--- src/rtl/fetch_unit.sv ---
// fetch_unit: program counter, ROM fetch control, redirect squash and delivered-instruction count
module fetch_unit #(
  parameter logic [31:0] RESET_PC = 32'h0000_0000,
  parameter int CNT_WIDTH = 32
) (
  input  logic                 clock,
  input  logic                 reset,
  input  logic                 stall_in,
  input  logic                 branch_taken,
  input  logic [31:0]          branch_target,
  input  logic                 jump_valid,
  input  logic [31:0]          jump_target,
  output logic [31:0]          rom_addr,
  output logic                 rom_stall,
  output logic [31:0]          if_pc,
  output logic [31:0]          if_pc_plus4,
  output logic                 if_valid,
  output logic                 addr_error,
  output logic [CNT_WIDTH-1:0] fetch_count
);
  logic redirect;
  logic [31:0] target;
  logic [31:0] pc_q, pc_d, if_pc_q, if_pc_d;
  logic if_valid_q, if_valid_d, addr_error_q, addr_error_d;
  logic [CNT_WIDTH-1:0] fetch_count_q, fetch_count_d;
  assign redirect = branch_taken | jump_valid;
  assign target = branch_taken ? branch_target : jump_target;
  assign rom_stall = stall_in & ~redirect;
  assign rom_addr = pc_q;
  assign if_pc = if_pc_q;
  assign if_pc_plus4 = if_pc_q + 32'd4;
  assign if_valid = if_valid_q;
  assign addr_error = addr_error_q;
  assign fetch_count = fetch_count_q;
  // redirect beats stall; a redirect squashes the word already in flight in the ROM
  always_comb begin
    pc_d = redirect ? {target[31:2], 2'b00} : rom_stall ? pc_q : pc_q + 32'd4;
    if_pc_d = rom_stall ? if_pc_q : pc_q;
    if_valid_d = ~redirect & (~stall_in | if_valid_q);
    addr_error_d = redirect & (|target[1:0]);
    fetch_count_d = fetch_count_q + CNT_WIDTH'(if_valid_q & ~stall_in & ~redirect);
  end
  // fetch state registers
  always_ff @(posedge clock) begin
    if (reset) begin
      pc_q <= RESET_PC;
      if_pc_q <= '0;
      if_valid_q <= 1'b0;
      addr_error_q <= 1'b0;
      fetch_count_q <= '0;
    end else begin
      pc_q <= pc_d;
      if_pc_q <= if_pc_d;
      if_valid_q <= if_valid_d;
      addr_error_q <= addr_error_d;
      fetch_count_q <= fetch_count_d;
    end
  end
endmodule

--- config.mk ---
export PLATFORM = sky130hd
export DESIGN_NAME = fetch_unit
export DESIGN_NICKNAME = d
export VERILOG_FILES = /design/src/rtl/fetch_unit.sv
export SDC_FILE = /design/constraint.sdc
export NUM_CORES = 1
export LEC_CHECK = 0
export ABC_AREA = 1
export ABC_CLOCK_PERIOD_IN_PS = 2800
export BUFFER_PORTS_ARGS = -buffer_cell sky130_fd_sc_hd__buf_2
export CAP_MARGIN = 20
export CORE_UTILIZATION = 45
export CTS_CLUSTER_DIAMETER = 80
export DETAILED_ROUTE_END_ITERATION = 7
export PLACE_DENSITY_LB_ADDON = 0.2
export SLEW_MARGIN = 15
export SYNTH_ARGS = -nofsm -noshare
export SYNTH_HDL_FRONTEND = slang
export SYNTH_SLANG_ARGS = --single-unit
--- constraint.sdc ---
create_clock -name clock -period 2.8 [get_ports clock]
set_input_delay 0.14 -clock clock [delete_from_list [all_inputs] [get_ports clock]]
set_output_delay 0.14 -clock clock [all_outputs]
set_load 0.01 [all_outputs]
After elaboration in Yosys (flattened, before gate mapping) --
Index checks and enable logic that the tools add are counted.
Word-level totals: flip-flop bits (word level) 98, input port bits 69, output and inout bits 131, logic and storage cells 26
Cells by class: add/sub/neg operators 3, equality and inequality tests 1, muxes and demuxes 3, bitwise gates (word level) 11, reductions and logical operators 2
Operators by type and width (number):
- 2-to-1 mux 32 bit | 3
- adder 32 x 3 -> 32 bit, second input constant | 2
- NOT 1 -> 32 bit | 2
- adder 32 bit | 1
- AND 1 x 32 -> 32 bit | 1
- AND 32 bit | 1
- OR reduction 2 bit | 2
- AND 1 bit | 3
- != test 2 x 1 -> 1 bit, second input constant | 1
- NOT 1 bit | 2
- OR 1 bit | 2

Longest topological paths before layout --
Gate-level depths: netlist of run 1.
depth in word-level cells 5, depth in mapped cells 13, depth with buffers taken out 12

Least setup slack after synthesis of run 1 --
No wires, ideal clock.
path kind input to register, from input port branch_taken, to register fetch_count_q[18], in the netlist fetch_count[18], library setup time 0.116 ns, arrival time 1.733 ns, data required time 2.684 ns, path slack 0.952 ns, stages on the path 12, buffers on the path 1, cell sequence buf_2 nor2_8 inv_2 nor2_1 ha_1 ha_1 nand2_1 inv_1 nand3_1 nor2_2 nand4_1 and3_1
Between the ends: word-level cells in the longest chain between the ends 4
RTL lines:
- from (decl) | line 9 | input logic branch_taken,
- OR 1 bit | line 26 | assign redirect = branch_taken | jump_valid;
- NOT 1 -> 32 bit | line 41 | fetch_count_d = fetch_count_q + CNT_WIDTH'(if_valid_q & ~stall_in & ~redirect);
- AND 32 bit | line 41
- adder 32 bit | line 41
- to (signal assigned) | line 56 | fetch_count_q <= fetch_count_d;
- to (decl) | line 25 | logic [CNT_WIDTH-1:0] fetch_count_q, fetch_count_d;
No other way between the ends. A chain may end at the register's enable or synchronous reset.

Worst setup path after layout of run 1 --
from register if_pc_q[2], in the netlist if_pc[2], to output port if_pc_plus4[26]
Between the ends: word-level cells in the longest chain between the ends 1
RTL lines:
- from (decl) | line 23 | logic [31:0] pc_q, pc_d, if_pc_q, if_pc_d;
- from (signal assigned) | line 53 | if_pc_q <= if_pc_d;
- adder 32 x 3 -> 32 bit | line 31 | assign if_pc_plus4 = if_pc_q + 32'd4;
- to (decl) | line 16 | output logic [31:0] if_pc_plus4,
No other way between the ends.

==> metrics.yaml, run 1 <==
yosysTopAreaCell: "dfxtp_1"
place_hpwl_um: 14300
drtAntennaViolNets: 0
cp.arrival_ps: 2100
cts_hold_buf: 0
start_kind: "flop"
slew_headroom_pct: 51.1
synth_edf_count: 0
wl_per_cell_um: 14.2
rows: 41
async_reset_ff_share_pct: 0
boundaryPins: 200
worstPathRequired_ps: 2660
grt_max_degree: 86
powerDensity_mw_per_mm2: 438
drv_cap: 0
hold_viol_final: 0
worst_pin_slew_ps: 733
ff2ff_path_depth: 10
grt_usage_pct: 27.6
post-cts-setup-buffer-count: 0
die_height_um: 117
tns_ps: 0
yosysMostFrequentCell: "nand2_1"
end_kind: "output pin"
hp-class: "input pin to flop"
finalSetupViolCount: 0
cts_tree: "done"
firstDrtPassIters: 5
antenna_found_initial: 0
insertedDiodeCount: 0
synth_seq_cells: 94
yosysUniqueCellTypes: 39
finalCritPeriodShare_pct: 79.8
die_area_mm2: 0.0137
cts_repair_resize_count: 0
globalplace.congestion: 0.910
cts_made_buffers: 9
slew_violations: 0
core_area_mm2: 0.0128
vias: 6765
clock_latency_ps: 350
min_to: "rom_addr[2]"
start_util_pct: 46.7
first_iter_violations: 553
holdPathStages: 3
status: "completed"
rsz0062_at_grt: "no"
grt_pass1_wl_um: 29300
cts-root-buf: "clkbuf_16"
clockBufferDepth: 2
ir_worst_vdd_v: 0.000287
p_leak_nw: 3.21
drt-total-wl_um: 18400
via_per_inst: 5.24
grt_pass1_vias: 5746
h-tree-depth: 3
die_w_um: 117
drc: 0
worst-setup-path-type: "flop to output pin"
fin_skew_ps: 6.02
synth.top_cells.by_count: "nand2_1 (213), nor2_1 (124), dfxtp_1 (94)"
r2r_slack_ps: 900
synth_area_leaders: "dfxtp_1 (32%), nand2_1 (13%), nor2_1 (7.8%), a21oi_1 (6.5%), o21ai_0 (6.4%)"
areaGrowthSynthToFinish_pct: 22.6
max_freq_mhz: 447
syn_inst: 939
hold_slack_ps: 50.4
synth_area_mm2: 0.00597
syn_avg_cell_area_um2: 6.36
fin_nets: 1187
place.port_buffers: 193
cp_max_fo: 5
min_from: "branch_target[2]"
drive_above_1_share_pct: 22.8
clkSinkCount: 94
clkTransAtPathRegs_ps: 70
ys_seq_area_share_pct: 31.5
reg2reg_from: "if_valid"
fin_crit_ps: 2240
synth_top_area_share_pct: 31.5
grt_overflow: 0
yosysWarningCount: 0
synthFlopType: "dfxtp_1"
r2r-end: "fetch_count[14]"
## routing by layer
layer	part of all wire [%]	global-route usage, %
met3	8.6	2.88
met5	0	0
met1	48	41.7
met2	42	40.5
met4	1.6	9.54
## layout by cell type, fill, tap and decap left out, drive strengths merged, types with 10 or more instances in the layout
master | synthesis | final
a21oi | 77 | 77
dfxtp | 94 | 94
xor2 | 21 | 21
buf | 27 | 199
nand4 | 14 | 14
inv | 89 | 89
clkbuf | 13 | 10
a31oi | 12 | 12
nor2 | 143 | 143
o21ai | 77 | 77
nand3 | 73 | 73
nor3 | 32 | 32
nand2 | 221 | 221
## power breakdown
group          switching [W]  internal (W)  total, W
combinational       0.000291      0.000193  0.000484
sequential          0.000111       0.00140   0.00151
clock               0.000518      0.000691   0.00121
total               0.000920       0.00229   0.00321
## flip-flops by register name (all words and copies together) (netlist names)
register and cells:
addr_error 1, fetch_count 32, if_pc 30, if_valid 1
rom_addr 30
## final cells by class
class	count	area (um2)
Clock buffer	10	229
Fill cell	1333	5450
Multi-Input combinational cell	721	3570
Timing Repair Buffer	199	1020
Tap cell	172	215
Sequential cell	94	1880
Clock inverter	6	62.6
Inverter	89	334
## kinds of logic after synthesis
group	after synthesis	synth area share [%]
xor+xnor	30	4.40
buf+inv	129	8.93
compound gates	183	16.3
other cells	1	0.0628
flops	94	31.5
fa+ha+maj	4	0.838
simple gates	498	37.9
## worst max-delay path by stage
stage	startpoint	end	slack [ps]	cells after the start
6_report	if_pc[2]	if_pc_plus4[26]	560	9
5_1_grt	if_pc[2]	if_pc_plus4[26]	430	9
4_1_cts	if_pc[2]	if_pc_plus4[26]	590	9
3_5_place_dp	jump_valid	fetch_count[18]	600	12
3_3_place_gp	jump_valid	fetch_count[18]	640	12
2_1_floorplan	branch_taken	fetch_count[18]	950	12
## stage by stage
stage                     power (W)  area (um2)  util, %  instances  setup slack (ps)
after floorplan             0.00180        5990        -        944               952
after global placement      0.00202        7030     55.0       1275               645
after detailed placement    0.00202        7030     55.0       1275               599
after CTS                   0.00322        7320     57.3       1291               588
after global routing        0.00335        7320     57.3       1291               432
final                       0.00321        7320     57.3       1291               564
## critical path, cell delays in order, from the launching register on
cell and delay, ps:
dfxtp_1 400, ha_1 200, nand2_1 90, inv_1 80, nand2_1 120, inv_1 80, nand2_1 120, nor3_1 310
xor2_1 200, buf_2 160
No activity file was read; power rests on OpenSTA's default activity.
==> run 2, diff against run 1 <==
Settings changed: ABC_CLOCK_PERIOD_IN_PS 2800 to 1840.
Clock period 2.8 ns to 1.84 ns, I/O delays scaled along.
==> metrics.yaml, run 2 (synthesis results as in run 1) <==
status: "complete, but fails checks"
violations: "setup timing"
final_cell_mix: "nand2_1 (198), buf_2 (193), nor2_1 (113), a21oi_1 (77)"
crit_buf_inv: 3
start_kind: "flop"
clock_latency_ps: 350
cts-root-buf: "clkbuf_16"
worst-setup-path-type: "flop to output pin"
start_util_pct: 46.7
dpl_cell_area_mm2: 0.00724
grt_pass1_vias: 5998
cp_cell_sequence: "ha_4 > nand2_4 > inv_4 > nand2_4 > inv_2 > nand2_4 > nor3_4 > nand2_1 > nand2_1 > nand2_1 > buf_2"
fin_ws_ps: -14.8
fin_util_pct: 63.3
drtAntennaViolNets: 0
drv_cap: 0
clockBufferDepth: 2
finalCritPeriodShare_pct: 101
firstDrtPassIters: 5
max_freq_mhz: 539
grt_pass1_wl_um: 30300
fin_nets: 1239
rsz0062_at_grt: "yes"
clkTransAtPathRegs_ps: 70
vias: 7145
finalSetupViolCount: 3
insertedDiodeCount: 0
final_common_cell: "nand2_1"
drive_above_1_share_pct: 32.8
cp.arrival_ps: 1760
fin_skew_ps: 6.19
hold_slack_ps: 7.15
h-tree-depth: 3
globalplace.congestion: 0.895
grt_overflow: 0
ir_worst_vdd_v: 0.000519
slew_headroom_pct: 59.1
worst_pin_slew_ps: 613
die_w_um: 117
grt_usage_pct: 28.7
clkSinkCount: 94
end_kind: "output pin"
cpMaxStageDelayCell: "dfxtp_4"
hp-class: "input pin to flop"
powerDensity_mw_per_mm2: 640
first_iter_violations: 594
multiInputGateArea_mm2: 0.00385
drc: 0
p_leak_nw: 3.64
cp_max_fo: 4
fin_crit_ps: 1850
slowest_delay_ps: 370
grt_max_degree: 70
place.port_buffers: 193
die_height_um: 117
rows: 41
boundaryPins: 200
cts_tree: "done"
antenna_found_initial: 0
wl_per_cell_um: 14.9
n_fill_cell: 1200
largest_reg_flops: 32
die_area_mm2: 0.0137
cts_made_buffers: 9
regArea_mm2: 0.00195
via_per_inst: 5.32
core_area_mm2: 0.0128
total_power_w: 0.00518
areaGrowthSynthToFinish_pct: 35.5
worstPathRequired_ps: 1750
crit_family: "simple AND/OR/NAND/NOR gates"
hold_viol_final: 0
place_hpwl_um: 14700
drt-total-wl_um: 20100
slew_violations: 0
fin_area_mm2: 0.00809
-- run 2: power by group --
| part | leakage [nW] | internal (W) | switching, W |
|---|---|---|---|
| sequential | 0.784 | 0.00213 | 0.000154 |
| combinational | 2.70 | 0.000347 | 0.000501 |
| clock | 0.156 | 0.00123 | 0.000812 |
-- run 2: timing repair --
| item | 4_1_cts | 5_1_grt |
|---|---|---|
| gates resized for setup | 45 | 72 |
| hold buffers | 1 | 0 |
| pin swaps | 11 | 20 |
| buffers inserted | 12 | 9 |
| endpoints found under the hold margin | 1 | 0 |
| setup endpoints to repair | 23 | 40 |
-- run 2: worst paths after layout --
check / start / to / slack (ps) / depth (start not counted)
setup / recovery: if_pc[3] / if_pc_plus4[28] / -10 / 11
hold / removal: branch_target[3] / rom_addr[3] / 7 / 3
setup reg to reg: if_valid / fetch_count[18] / 140 / 10
hold reg to reg: fetch_count[29] / fetch_count[29] / 510 / 2
-- run 2: routing by layer --
layer  vias to the layer above  global-route usage, %  share of wire [%]
li1                       3551                      -                  -
met1                      3281                   41.8                 47
met2                       296                   44.7                 45
met3                        17                   3.81                7.1
met4                         0                   7.09                1.1
met5                         -                      0                  0
-- run 2: stage by stage --
step	std cells	TNS (ps)	worst slack, ps
floorplan	944	0	39.6
global placement	1305	-7.20	-5.71
detailed placement	1305	-104	-43.3
CTS	1334	-63.4	-29.8
global route	1343	-734	-133
finish	1343	-24.2	-14.8
-- run 2: final cells by class --
| class | count | share of cell area [%] |
|---|---|---|
| flip-flops and latches | 94 | 24.1 |
| repair buffers | 251 | 17.4 |
| inverters | 89 | 4.25 |
| clock buffers | 11 | 3.00 |
| clock inverters | 5 | 1.01 |
| well taps | 172 | 2.66 |
| multi-input cells | 721 | 47.6 |
-- run 2: worst min-delay path, cell delays in order --
cell and delay, ps:
buf_2 100, nand2_1 50, a31oi_1 60
==> run 3, diff against run 2 <==
Settings changed: CELL_PAD_IN_SITES_DETAIL_PLACEMENT from default to 1, CELL_PAD_IN_SITES_GLOBAL_PLACEMENT from default to 2, CORE_UTILIZATION 45 to 24.
==> metrics.yaml, run 3 (synthesis results as in run 1) <==
dr_wl_met3_um: 1140
place_hpwl_um: 20000
worst-setup-path-type: "flop to output pin"
grt_usage_pct: 19.8
swShare_pct: 30.0
slowest_delay_ps: 380
worstPathRequired_ps: 1750
grt_pass1_vias: 6982
cts_made_buffers: 9
ir_worst_vdd_v: 0.000283
clock_latency_ps: 350
p_comb_share_pct: 17.9
core_area_mm2: 0.0244
slew_violations: 0
drv_cap: 0
p_clk_share_pct: 37.5
grt_pass1_wl_um: 39600
powerDensity_mw_per_mm2: 604
rows: 57
finalSetupViolCount: 0
cts-root-buf: "clkbuf_16"
wl_met2_um: 10300
die_height_um: 160
fin_crit_ps: 1820
cp_cell_sequence: "ha_4 > nand2_4 > inv_4 > nand2_4 > inv_2 > nand2_4 > nor3_4 > xor2_1 > buf_2"
clockBufferDepth: 2
switching_power_w: 0.00154
m1WireLength_um: 13500
dr.max_layer_used: "met4"
wl_per_cell_um: 16.7
boundaryPins: 200
n_fill_cell: 3174
fin_area_mm2: 0.00850
drc: 0
p_seq_share_pct: 44.6
antenna_found_initial: 0
crit_buf_inv: 3
globalplace.congestion: 0.816
cp.arrival_ps: 1730
grt_overflow: 0
h-tree-depth: 3
regArea_mm2: 0.00196
end_kind: "output pin"
first_iter_violations: 431
insertedDiodeCount: 0
fin_util_pct: 34.8
final_common_cell: "nand2_1"
drt-total-wl_um: 25200
start_util_pct: 24.5
hp-class: "input pin to flop"
die_area_mm2: 0.0255
drtAntennaViolNets: 0
grt_max_degree: 70
p_leak_nw: 3.77
vias: 7053
areaGrowthSynthToFinish_pct: 42.3
worst_pin_slew_ps: 503
status: "completed"
die_w_um: 160
max_freq_mhz: 550
dpl_cell_area_mm2: 0.00764
final_cell_mix: "nand2_1 (198), buf_2 (193), nor2_1 (112), a21oi_1 (77), inv_1 (77)"
drive_above_1_share_pct: 34.4
finalCritPeriodShare_pct: 98.9
fin_skew_ps: 11.9
fin_nets: 1258
start_kind: "flop"
place.port_buffers: 193
clkTransAtPathRegs_ps: 70
via_per_inst: 4.66
power.internal_w: 0.00359
hold_viol_final: 0
cp_common_cell: "nand2_4"
multiInputGateArea_mm2: 0.00391
cts_tree: "done"
largest_reg_flops: 32
crit_family: "flip-flops"
cpMaxStageDelayCell: "dfxtp_4"
clkSinkCount: 94
firstDrtPassIters: 4
slew_headroom_pct: 66.3
cp_max_fo: 4
rsz0062_at_grt: "yes"
-- run 3: cell types whose count changed in the layout (fill, tap and decap cells not counted), sizes merged --
cell,delta
bufinv,-1
clkinvlp,-1
dlygate4sd3,+1
buf,+18
-- run 3: worst min-delay path: cells and delay by family --
family | cells | cell delay (ps)
buf+inv | 1 | 100
compound gates | 1 | 70
simple gates | 1 | 70
-- run 3: final timing paths --
check / slack, ps / cells after the start / to / from
max reg2reg: 120 / 11 / fetch_count[13] / if_valid
min: 20 / 3 / rom_addr[8] / jump_target[8]
min reg2reg: 520 / 2 / fetch_count[31] / fetch_count[31]
max: 20 / 9 / if_pc_plus4[12] / if_pc[3]
-- run 3: power by group through the flow --
stage	logic, W	clock network [W]	registers, W
floorplan	0.000395	0	0.00234
global placement	0.000880	0	0.00233
detailed placement	0.000885	0	0.00233
CTS	0.000906	0.00197	0.00229
global route	0.00102	0.00205	0.00231
finish	0.000919	0.00192	0.00228
-- run 3: layer usage --
layer | vias to the layer above | track usage [%]
li1 | 3568 | -
met1 | 3308 | 30.1
met2 | 167 | 28.7
met3 | 10 | 3.48
met4 | 0 | 3.93
met5 | - | 0
-- run 3: area by class of cell --
cell class / count / area share (%)
clock buffer: 11 / 2.86
tap: 324 / 4.77
sequential: 94 / 23.0
clock inverter: 3 / 0.515
multi-input combinational: 721 / 46.1
inverter: 89 / 4.02
timing repair buffer: 270 / 18.7
-- run 3: repair_timing --
action                                  4_1_cts  5_1_grt
buffers inserted                              3       12
endpoints found under the setup margin       22       42
hold buffers                                  2        0
pin swaps                                     8       31
gates resized for setup                      59       79
hold endpoints to repair                      2        0
-- run 3: through the flow --
step	TNS, ps	setup WS (ps)	cells	hold WS (ps)	total power (W)
after global placement	-16.7	-16.7	1481	366	0.00321
final	0	21.0	1512	18.1	0.00513
after CTS	-76.3	-20.7	1500	9.62	0.00517
after floorplan	0	39.6	944	243	0.00273
after global routing	-612	-89.3	1512	23.7	0.00538
after detailed placement	-53.1	-38.5	1481	363	0.00321
